$ cat src/rtl/dds_param_pkg.sv
// Shared types and constants for the DDS parameter sequencer.
// The GET_CK state exists only when DDS_CKSUM_EN is defined.
package dds_param_pkg;

    typedef enum logic [2:0] {
        ST_IDLE   = 3'd0,
        ST_GET_HI = 3'd1,
        ST_GET_LO = 3'd2,
        ST_CONV   = 3'd3,
        ST_COMMIT = 3'd4
`ifdef DDS_CKSUM_EN
        , ST_GET_CK = 3'd5
`endif
    } state_t;

    localparam logic [1:0] ADDR_FREQ      = 2'd0;
    localparam logic [1:0] ADDR_PHASE     = 2'd1;
    localparam logic [1:0] ADDR_AMP       = 2'd2;
    localparam int         CMD_COMMIT_BIT = 7;
    localparam logic [7:0] AMP_SAT        = 8'hFF;

endpackage

$ cat src/rtl/amp_scale_div.sv
// Amplitude scaler: (din * AMP_NUM) / AMP_DEN by restoring division, one
// quotient bit per cycle, result saturated to 8 bits.
module amp_scale_div
    import dds_param_pkg::*;
#(
    parameter int AMP_NUM = 25,
    parameter int AMP_DEN = 100,
    parameter int DIV_CYC = 24
) (
    input  logic        clk,
    input  logic        rst_n,
    input  logic        start,
    input  logic        clear,
    input  logic [15:0] din,
    output logic        done,
    output logic [7:0]  dout
);

    localparam int CW = $clog2(DIV_CYC + 1);

    logic [DIV_CYC-1:0] dvd, dvd_d, prod;
    logic [7:0]         rem, rem_d;
    logic [8:0]         rem_sh;
    logic [CW-1:0]      cnt;
    logic               run, ge;

    assign prod   = DIV_CYC'(din) * DIV_CYC'(AMP_NUM);
    assign rem_sh = {rem, dvd[DIV_CYC-1]};
    assign ge     = rem_sh >= 9'(AMP_DEN);
    // remainder stays below AMP_DEN, so it always fits back into 8 bits
    assign rem_d  = ge ? 8'(rem_sh - 9'(AMP_DEN)) : rem_sh[7:0];
    assign dvd_d  = {dvd[DIV_CYC-2:0], ge};

    // done is raised during the last iteration so the caller can capture the
    // final quotient on the same edge that completes it
    assign done = run && (cnt == CW'(1));
    assign dout = (|dvd_d[DIV_CYC-1:8]) ? AMP_SAT : dvd_d[7:0];

    always_ff @(posedge clk or negedge rst_n) begin
        if (!rst_n) begin
            run <= 1'b0;
            cnt <= '0;
            dvd <= '0;
            rem <= '0;
        end else if (clear) begin
            run <= 1'b0;
            cnt <= '0;
            dvd <= '0;
            rem <= '0;
        end else if (start) begin
            run <= 1'b1;
            cnt <= CW'(DIV_CYC);
            dvd <= prod;
            rem <= '0;
        end else if (run) begin
            dvd <= dvd_d;
            rem <= rem_d;
            cnt <= cnt - CW'(1);
            if (done) run <= 1'b0;
        end
    end

endmodule

$ cat src/rtl/dds_param_ctrl.sv
// SPI byte-stream to DDS parameter sequencer with atomic commit.
// Define DDS_CKSUM_EN to require a 4th XOR checksum byte per frame.
module dds_param_ctrl
    import dds_param_pkg::*;
#(
    parameter int AMP_NUM = 25,
    parameter int AMP_DEN = 100,
    parameter int DIV_CYC = 24
) (
    input  logic        clk,
    input  logic        rst_n,
    input  logic        rx_valid,
    input  logic [7:0]  rx_data,
    output logic        rx_ready,
    input  logic        frame_abort,
    output logic [15:0] freq_word,
    output logic [15:0] phase_word,
    output logic [7:0]  amp_word,
    output logic        param_upd,
    output logic        busy,
    output logic        err_cmd
);

    state_t      state;
    logic        ready_en, commit_q, xfer, frame_end, ck_ok;
    logic        div_start, div_done;
    logic [1:0]  addr_q;
    logic [7:0]  hi_q, div_out, amp_sh;
    logic [15:0] frame_data, freq_sh, phase_sh;

    // ready_en keeps rx_ready low while reset is asserted
    assign xfer = rx_valid && rx_ready && !frame_abort;
    assign busy = (state == ST_CONV) || (state == ST_COMMIT);

`ifdef DDS_CKSUM_EN
    logic [7:0] lo_q, ck_acc;

    assign frame_data = {hi_q, lo_q};
    assign ck_ok      = (rx_data == ck_acc);
    assign frame_end  = xfer && (state == ST_GET_CK);
    assign rx_ready   = ready_en &&
                        (state inside {ST_IDLE, ST_GET_HI, ST_GET_LO, ST_GET_CK});

    always_ff @(posedge clk or negedge rst_n) begin
        if (!rst_n)    ck_acc <= '0;
        else if (xfer) ck_acc <= (state == ST_IDLE) ? rx_data : (ck_acc ^ rx_data);
    end
`else
    assign frame_data = {hi_q, rx_data};
    assign ck_ok      = 1'b1;
    assign frame_end  = xfer && (state == ST_GET_LO);
    assign rx_ready   = ready_en && (state inside {ST_IDLE, ST_GET_HI, ST_GET_LO});
`endif

    assign div_start = frame_end && ck_ok && (addr_q == ADDR_AMP);

    amp_scale_div #(
        .AMP_NUM (AMP_NUM),
        .AMP_DEN (AMP_DEN),
        .DIV_CYC (DIV_CYC)
    ) u_div (
        .clk   (clk),
        .rst_n (rst_n),
        .start (div_start),
        .clear (frame_abort),
        .din   (frame_data),
        .done  (div_done),
        .dout  (div_out)
    );

    always_ff @(posedge clk or negedge rst_n) begin
        if (!rst_n) begin
            state      <= ST_IDLE;
            ready_en   <= 1'b0;
            addr_q     <= '0;
            commit_q   <= 1'b0;
            hi_q       <= '0;
`ifdef DDS_CKSUM_EN
            lo_q       <= '0;
`endif
            freq_sh    <= '0;
            phase_sh   <= '0;
            amp_sh     <= '0;
            freq_word  <= '0;
            phase_word <= '0;
            amp_word   <= '0;
            param_upd  <= 1'b0;
            err_cmd    <= 1'b0;
        end else begin
            ready_en  <= 1'b1;
            err_cmd   <= 1'b0;
            param_upd <= 1'b0;

            // COMMIT is a single cycle, so it completes even under abort
            if (state == ST_COMMIT) begin
                freq_word  <= freq_sh;
                phase_word <= phase_sh;
                amp_word   <= amp_sh;
                param_upd  <= 1'b1;
            end

            if (frame_abort) begin
                state <= ST_IDLE;
            end else begin
                case (state)
                    ST_IDLE: if (xfer) begin
                        addr_q   <= rx_data[1:0];
                        commit_q <= rx_data[CMD_COMMIT_BIT];
                        state    <= ST_GET_HI;
                    end
                    ST_GET_HI: if (xfer) begin
                        hi_q  <= rx_data;
                        state <= ST_GET_LO;
                    end
`ifdef DDS_CKSUM_EN
                    ST_GET_LO: if (xfer) begin
                        lo_q  <= rx_data;
                        state <= ST_GET_CK;
                    end
                    ST_GET_CK: ;
`else
                    ST_GET_LO: ;
`endif
                    ST_CONV: if (div_done) begin
                        amp_sh <= div_out;
                        state  <= commit_q ? ST_COMMIT : ST_IDLE;
                    end
                    ST_COMMIT: state <= ST_IDLE;
                    default:   state <= ST_IDLE;
                endcase

                // last byte of the frame: dispatch on the address
                if (frame_end) begin
                    state <= ST_IDLE;
                    if (!ck_ok || addr_q == 2'd3) begin
                        err_cmd <= 1'b1;
                    end else if (addr_q == ADDR_AMP) begin
                        state <= ST_CONV;
                    end else begin
                        if (addr_q == ADDR_FREQ)  freq_sh  <= frame_data;
                        if (addr_q == ADDR_PHASE) phase_sh <= frame_data;
                        if (commit_q)             state    <= ST_COMMIT;
                    end
                end
            end
        end
    end

endmodule
$ cat config.mk
export PLATFORM = sky130hd
export DESIGN_NAME = dds_param_ctrl
export DESIGN_NICKNAME = d
export VERILOG_FILES = /design/src/rtl/dds_param_pkg.sv /design/src/rtl/amp_scale_div.sv /design/src/rtl/dds_param_ctrl.sv
export SDC_FILE = /design/constraint.sdc
export NUM_CORES = 1
export LEC_CHECK = 0
export CORE_AREA = 3 3 138 140
export CTS_CLUSTER_SIZE = 10
export DETAILED_ROUTE_END_ITERATION = 8
export DIE_AREA = 0 0 141 143
export GPL_ROUTABILITY_DRIVEN = 1
export PLACE_DENSITY_LB_ADDON = 0.1
export SLEW_MARGIN = 15
export SYNTH_ARGS = -nofsm -noshare
export SYNTH_HDL_FRONTEND = slang
export SYNTH_HIERARCHICAL = 1
export SYNTH_SLANG_ARGS = --single-unit
$ cat constraint.sdc
create_clock -name clk -period 4.4 [get_ports clk]
set_input_delay 0.88 -clock clk [delete_from_list [all_inputs] [get_ports clk]]
set_output_delay 0.88 -clock clk [all_outputs]
set_load 0.01 [all_outputs]
==> metrics.md, run 1 <==
| Metric | Value |
|---|---|
| Result of the run | `complete, no violations` |
| H-tree level count | `4` |
| Post-synthesis mux area share | `16.4%` |
| Commonest non-fill, non-tap cells in the layout | `sky130_fd_sc_hd__dfrtp_1, sky130_fd_sc_hd__mux2_2, sky130_fd_sc_hd__ha_1` |
| Instance count along the most critical hold path | `1` |
| Arr. time, crit path | `4260 ps` |
| Final Hold Fails | `0` |
| Gate family responsible for the most delay along the worst path | `adder cells` |
| DR pass1 iterations | `5` |
| Residual antenna-violating net count after detailed routing | `0` |
| Dpl ws | `-28.4 ps` |
| Post-synthesis cell type count | `59` |
| Top post-synthesis cells by area | `sky130_fd_sc_hd__dfrtp_1, sky130_fd_sc_hd__mux2_2, sky130_fd_sc_hd__ha_1` |
| Relative contribution of the clock network to total power | `36.0%` |
| Die Span X | `141 um` |
| Comb power frac | `30.0%` |
| Metal-1 WL | `7430 um` |
| Cell internal pwr | `0.00275 W` |
| Cell at the slowest stage of the critical path | `sky130_fd_sc_hd__clkdlybuf4s50_1` |
| Core Box Area | `0.0180 sq mm` |
| Number of pins with negative max-slew slack in the final report | `0` |
| Met3 WL post-DR | `499 um` |
| Initial standard-cell utilization of the core | `40.8%` |
| Cell area after placement | `0.00820 sq mm` |
| Total of cells resized after clock tree synthesis | `0` |
| Number of antenna cells inserted | `0` |
| Worst path max stage delay | `640 ps` |
| Area share of xor/xnor cells in the synthesized design | `2.75%` |
| Kind of start point of the critical path | `input port` |
| Worst setup EP type | `register` |
| Yosys top cell area share | `46.1%` |
| Total of endpoints with negative setup slack in the final report | `0` |
| Maximum number of pins on one net before global-route repair | `98` |
| Worst min-delay path category | `reg2reg` |
| Sequential fraction of the synthesis area | `46.1%` |
| Average detailed-routed wire length per instance | `16.3 um` |
| Number of buffers created by CTS | `17` |
| Final routed DRC violation total | `0` |
| Transition time at the pin with the least slew margin | `905 ps` |
| Final setup margin | `424 ps` |
| Leading cell type in the layout, fill and taps excluded | `sky130_fd_sc_hd__dfrtp_1` |
| Worst path depth | `13` |
| Number of buffers added on ports | `55` |
| Cell area after synthesis | `0.00733 sq mm` |
| Number of hold buffers added after CTS | `0` |
| Share of the cycle needed by the critical path after routing | `90.4%` |
| Max FO, Critical Path | `6` |
| Final setup TNS | `0 ps` |
| Largest family of logic cells by synthesized area | `multiplexers` |
| Antenna violations before repair | `0` |
| Flop pwr share | `33.9%` |
| Clock tree from TritonCTS | `built` |
| Post-synth ARST share | `100%` |
| Simple-gate share of the synthesized area | `10.1%` |
| Count of buffer and inverter cells on the critical path | `3` |
| Static leakage | `4.28 nW` |
| FP Rows | `49` |
| Detail Placement HPWL | `10,700 um` |
| Clk slew on worst S/H paths | `60 ps` |
| Peak supply drop | `325 uV` |
| Mean cell area of the mapped netlist | `11.6 sq um` |
| Number of cells on the worst reg-to-reg path | `12` |
| Die ar. | `0.0202 sq mm` |
| Net Count, Synth | `711` |
| Required time of the critical path | `4680 ps` |
| Area growth from synthesis to layout | `20.3%` |
| Final cell count without fillers | `939` |
| Max-slew headroom | `39.7%` |
| Clock Latency Late Sink | `420 ps` |
| Switching power | `0.00137 W` |
| Synthesis-stage register bit count | `135` |
| Post-CTS setup-driven buffer insertion count | `0` |
| Vias in the first global route | `5,066` |
| Post-layout min period | `3980 ps` |
| Number of placed instances with taps included | `907` |
| Post-Route Skew | `6.90 ps` |
| Fmax achieved | `0.251 GHz` |
| Switching power share of the total | `33.4%` |
| Final GP Congestion | `0.832` |
| Number of warning messages in the yosys log | `6` |
| Global router's overall resource usage | `16.0%` |
| Highest signal layer in the routed design | `met4` |
| Critical setup path kind | `in2reg` |
| WL met2 | `7170 um` |
| Wire length after detailed routing | `15,300 um` |
| Total power per unit cell area | `467 mW/mm^2` |
| Area share of fa/ha/maj cells after synthesis | `12.7%` |
| Count of pins on the block boundary | `56` |
| Sinks on the clock net | `135` |
| Reported max-cap violation count | `0` |
| Synth Area in Compound Gates | `7.42%` |
| Vias/cell | `5.19` |
| Net count, final | `777` |
| Post-route standard cell area excluding fillers | `0.00882 sq mm` |
| GRT Residual Overflow | `0` |
| Library cell with the largest summed area after synthesis | `sky130_fd_sc_hd__dfrtp_1` |
| Detailed router's first-iteration violation count | `273` |
| Synth Instances | `631` |
| Via count of the routed design | `4,870` |
| Wire length of the first global-routing pass | `25,900 um` |
| Cell type with the highest occurrence count on the critical path | `sky130_fd_sc_hd__ha_1` |
| Setup repair after global routing missed its margin | `no` |
| Number of synthesized flops with an enable pin | `0` |
| Synth Flop Type | `sky130_fd_sc_hd__dfrtp_1` |
| Cell-by-cell trace of the critical path | `clkdlybuf4s50_1 > ha_1 > ha_1 > inv_1 > fa_1 > inv_1 > ha_1 > a21o_1 > a221oi_2 > o21ai_2 > a31oi_1 > xor2_1 > o22ai_1` |
| Die Y | `143 um` |
| Fraction of final layout cells with drive strength greater than 1 | `23.2%` |
| Maximum buffer depth of the clock tree | `2` |
| Root buf cell | `sky130_fd_sc_hd__clkbuf_16` |
## layout make-up
cell class / instances / area [sq um]
clock inverter: 15 / 194
multi-input combinational: 415 / 3630
inverter: 53 / 199
clock buffer: 17 / 425
sequential: 135 / 3380
tap: 229 / 287
fill: 1636 / 9140
timing repair buffer: 75 / 702
## sequential cells by signal, indices dropped and copies added (netlist names), 2 cells and up
name	cells
u_div/dvd	24
freq_sh	16
freq_word	16
phase_sh	16
phase_word	16
amp_sh	8
amp_word	8
hi_q	8
u_div/rem	8
u_div/cnt	5
state	3
addr_q	2
## layer usage
metal	vias to the layer above	GRT usage, %
met3	8	4.19
met2	84	25.2
met1	2433	22.0
met4	0	4.79
li1	2345	-
met5	-	0
## worst paths after layout
check | from | to | slack, ps
setup / recovery | rx_data[5] | u_div/dvd[16] | 420
hold / removal | amp_sh[2] | amp_word[2] | 500
setup reg to reg | hi_q[1] | u_div/dvd[20] | 1050
hold reg to reg | amp_sh[2] | amp_word[2] | 500
max in group asynchronous | rst_n | phase_sh[4] | 2980
min in group asynchronous | rst_n | u_div/rem[5] | 510
## logic make-up (layout without fill, tap and decap cells)
group / count (synthesis) / count (layout)
AOI/OAI and AO/OA: 81 / 81
xor gates and xnor gates: 23 / 23
adders and majority gates: 68 / 68
buffers and inverters: 81 / 160
DFF: 135 / 135
muxes: 109 / 109
other: 1 / 1
and+or+nand+nor: 133 / 133
## power by group through the flow
stage	clock network, W	registers (W)	logic [W]
after floorplan	0	0.00138	0.000911
after global placement	0	0.00142	0.00123
after detailed placement	0	0.00142	0.00124
after CTS	0.00152	0.00140	0.00125
after global routing	0.00158	0.00141	0.00141
final	0.00148	0.00140	0.00124
## through the flow
| step | hold slack, ps | utilization, % | power, W |
|---|---|---|---|
| final | 499 | 49.1 | 0.00412 |
| after global routing | 520 | 49.1 | 0.00440 |
| after CTS | 501 | 49.1 | 0.00417 |
| after detailed placement | 486 | 45.7 | 0.00266 |
| after global placement | 482 | 45.7 | 0.00265 |
| after floorplan | 472 | - | 0.00229 |
## worst reg2reg max path, stage by stage, from the launching register on
cell and delay [ps]:
sky130_fd_sc_hd__dfrtp_1 460, sky130_fd_sc_hd__ha_1 340, sky130_fd_sc_hd__ha_1 280, sky130_fd_sc_hd__inv_1 50, sky130_fd_sc_hd__fa_1 490, sky130_fd_sc_hd__inv_1 40, sky130_fd_sc_hd__ha_1 400, sky130_fd_sc_hd__a21oi_1 270
sky130_fd_sc_hd__o21ai_1 140, sky130_fd_sc_hd__a311o_1 330, sky130_fd_sc_hd__a31oi_1 180, sky130_fd_sc_hd__xnor2_1 150, sky130_fd_sc_hd__o22ai_1 100
## synthesized netlist by cell type, drive strengths merged, types with 3 or more instances
cell,count
dfrtp,135
mux2,91
ha,57
inv,53
nor2,45
a21oi,23
a211oi,21
nand2,19
mux2i,18
buf,16
clkbuf,12
xor2,12
fa,11
xnor2,11
nor2b,9
o21ai,9
or2,9
nand3,6
nor4,6
o22ai,6
and3,5
nand4,5
nor3,5
o211ai,5
or3,4
a21o,3
a31oi,3
and4,3
nand2b,3
(Power assumes the default switching activity.)
==> run 2: changes to the inputs <==
--- a/config.mk
+++ b/config.mk
@@ -5,12 +5,11 @@
 export SDC_FILE = /design/constraint.sdc
 export NUM_CORES = 1
 export LEC_CHECK = 0
-export CORE_AREA = 3 3 138 140
+export CORE_AREA = 2 2 137 139
 export CTS_CLUSTER_SIZE = 10
 export DETAILED_ROUTE_END_ITERATION = 8
-export DIE_AREA = 0 0 141 143
+export DIE_AREA = 0 0 139 141
 export GPL_ROUTABILITY_DRIVEN = 1
-export PLACE_DENSITY_LB_ADDON = 0.1
 export SLEW_MARGIN = 15
 export SYNTH_ARGS = -nofsm -noshare
 export SYNTH_HDL_FRONTEND = slang
==> run 2 against run 1 <==
Net effect:
- sequential power hardly changed
- largest cell class unchanged
- critical path depth is the same
- flip-flop and latch count unchanged
- critical path type unchanged
- clock power down 8%
- cell area down 0.89%
- utilization down 1.2 points
- routed wire length is 3.4% lower
- combinational power is essentially flat
- clock skew increased by 2.7 ps
- register-to-register slack got worse by 30 ps
- count of clock-buffer cells in the layout is 7 higher
- global-route usage grew 0.18 points
==> metrics.md, run 2 (same netlist as run 1, synthesis figures left out) <==
| Metric | Value |
|---|---|
| Total power per unit cell area | `455 mW/mm^2` |
| Core Box Area | `0.0183 sq mm` |
| Detailed router's first-iteration violation count | `165` |
| Result of the run | `complete, no violations` |
| Residual antenna-violating net count after detailed routing | `0` |
| Gate family responsible for the most delay along the worst path | `adder cells` |
| Max reg flops | `24` |
| Max FO, Critical Path | `6` |
| Clock tree from TritonCTS | `built` |
| Vias/cell | `5.08` |
| Count of pins on the block boundary | `56` |
| Biggest register | `u_div/dvd` |
| Critical path origin | `rx_data[5]` |
| Final routed DRC violation total | `0` |
| Fraction of final layout cells with drive strength greater than 1 | `22.4%` |
| Commonest non-fill, non-tap cells in the layout | `sky130_fd_sc_hd__dfrtp_1, sky130_fd_sc_hd__mux2_2, sky130_fd_sc_hd__ha_1` |
| Fmax achieved | `0.257 GHz` |
| Number of placed instances with taps included | `907` |
| Die Y | `141 um` |
| Antenna violations before repair | `0` |
| DR pass1 iterations | `4` |
| Root buf cell | `sky130_fd_sc_hd__clkbuf_16` |
| Transition time at the pin with the least slew margin | `913 ps` |
| Dpl ws | `58.2 ps` |
| Worst min-delay path category | `reg2reg` |
| Worst setup EP type | `register` |
| Share of the cycle needed by the critical path after routing | `88.4%` |
| Cell type with the highest occurrence count on the critical path | `sky130_fd_sc_hd__ha_1` |
| Average detailed-routed wire length per instance | `15.7 um` |
| Number of buffers added on ports | `55` |
| Final cell count without fillers | `939` |
| Via count of the routed design | `4,772` |
| Required time of the critical path | `4700 ps` |
| Number of cells on the worst reg-to-reg path | `12` |
| Worst path max stage delay | `620 ps` |
| Vias in the first global route | `5,065` |
| Peak supply drop | `300 uV` |
| Number of buffers created by CTS | `17` |
| Die Span X | `139 um` |
| Filler cell count | `1,621` |
| Number of hold buffers added after CTS | `0` |
| Wire length of the first global-routing pass | `25,700 um` |
| Sinks on the clock net | `135` |
| Number of antenna cells inserted | `0` |
| GRT Residual Overflow | `0` |
| Final setup TNS | `0 ps` |
| Critical setup path kind | `in2reg` |
| Initial standard-cell utilization of the core | `40.1%` |
| Final GP Congestion | `0.801` |
| FP Rows | `50` |
| Total of endpoints with negative setup slack in the final report | `0` |
| Post-Route Skew | `9.57 ps` |
| Cell-by-cell trace of the critical path | `clkdlybuf4s50_1 > ha_1 > ha_1 > inv_1 > fa_1 > inv_1 > ha_1 > a21o_1 > a31o_2 > o211ai_2 > o21bai_1 > and3_1 > or3_1` |
| Count of buffer and inverter cells on the critical path | `3` |
| Max-slew headroom | `38.9%` |
| H-tree level count | `4` |
| Maximum number of pins on one net before global-route repair | `91` |
| Die ar. | `0.0196 sq mm` |
| RR Endpoint | `u_div/dvd[20]` |
| Post-CTS setup-driven buffer insertion count | `0` |
| Setup repair after global routing missed its margin | `no` |
| Maximum buffer depth of the clock tree | `2` |
| Clock Latency Late Sink | `420 ps` |
| Wire length after detailed routing | `14,700 um` |
| Final setup margin | `511 ps` |
| Detail Placement HPWL | `10,300 um` |
| Number of pins with negative max-slew slack in the final report | `0` |
| Post-layout min period | `3890 ps` |
| Leading cell type in the layout, fill and taps excluded | `sky130_fd_sc_hd__dfrtp_1` |
| Final Hold Fails | `0` |
| Static leakage | `4.24 nW` |
| Net count, final | `772` |
| Slack of the worst reg-to-reg path | `1020 ps` |
| Capture point of the critical path | `u_div/dvd[19]` |
| Reported max-cap violation count | `0` |
| Reg2Reg Launch Point | `hi_q[1]` |
| Total of cells resized after clock tree synthesis | `0` |
| Global router's overall resource usage | `16.2%` |
| Area growth from synthesis to layout | `19.2%` |
| Worst path depth | `13` |
| Clk slew on worst S/H paths | `60 ps` |
| Arr. time, crit path | `4190 ps` |
| Cell at the slowest stage of the critical path | `sky130_fd_sc_hd__clkdlybuf4s50_1` |
| Kind of start point of the critical path | `input port` |
==> run 2: metal layers <==
| metal | GRT usage (%) | routed length, um | part of all wire [%] |
|---|---|---|---|
| met4 | 5.26 | 163 | 1.1 |
| met2 | 25.7 | 6860 | 46 |
| met3 | 3.77 | 427 | 2.9 |
| met5 | 0 | 0 | 0 |
| met1 | 22.1 | 7300 | 50 |
==> run 2: how the worst min path moves through the flow <==
stage | startpoint | end | slack (ps) | cells after the start
2_1_floorplan | commit_q | commit_q | 470 | 1
3_3_place_gp | phase_sh[6] | phase_sh[6] | 480 | 1
3_5_place_dp | amp_sh[6] | amp_sh[6] | 490 | 1
4_1_cts | phase_sh[7] | phase_sh[7] | 500 | 1
5_1_grt | amp_sh[1] | amp_word[1] | 520 | 1
6_report | freq_sh[5] | freq_word[5] | 500 | 1
==> run 2: cell type report <==
type	instances	area [sq um]	area share, %
well taps	234	293	3.35
clock buffers	24	502	5.74
inverters	53	199	2.28
repair buffers	70	664	7.60
multi-input cells	415	3630	41.6
clock inverters	8	70.1	0.801
flip-flops and latches	135	3380	38.7
==> run 2: metrics by stage <==
stage / hold WS (ps) / total power [W] / utilization (%) / cell area, sq um
5_1_grt: 522 / 0.00425 / 47.9 / 8740
4_1_cts: 504 / 0.00401 / 47.9 / 8740
3_3_place_gp: 482 / 0.00261 / 44.7 / 8170
6_report: 499 / 0.00398 / 47.9 / 8740
2_1_floorplan: 472 / 0.00229 / - / 7330
3_5_place_dp: 490 / 0.00264 / 44.7 / 8170
==> run 2: power breakdown <==
part           switching [W]  leakage [nW]  internal [W]  total (W)
clock network       0.000514         0.282      0.000847    0.00136
logic               0.000707          2.11      0.000510    0.00122
registers          0.0000842          1.85       0.00131    0.00140
total                0.00131          4.24       0.00267    0.00398
==> run 3: changes to the inputs <==
--- a/config.mk
+++ b/config.mk
@@ -10,6 +10,7 @@
 export DETAILED_ROUTE_END_ITERATION = 8
 export DIE_AREA = 0 0 139 141
 export GPL_ROUTABILITY_DRIVEN = 1
+export SETUP_SLACK_MARGIN = 0.02
 export SLEW_MARGIN = 15
 export SYNTH_ARGS = -nofsm -noshare
 export SYNTH_HDL_FRONTEND = slang
==> results of run 3 <==
No change in the layout: final DEF, timing and power equal those of run 2.
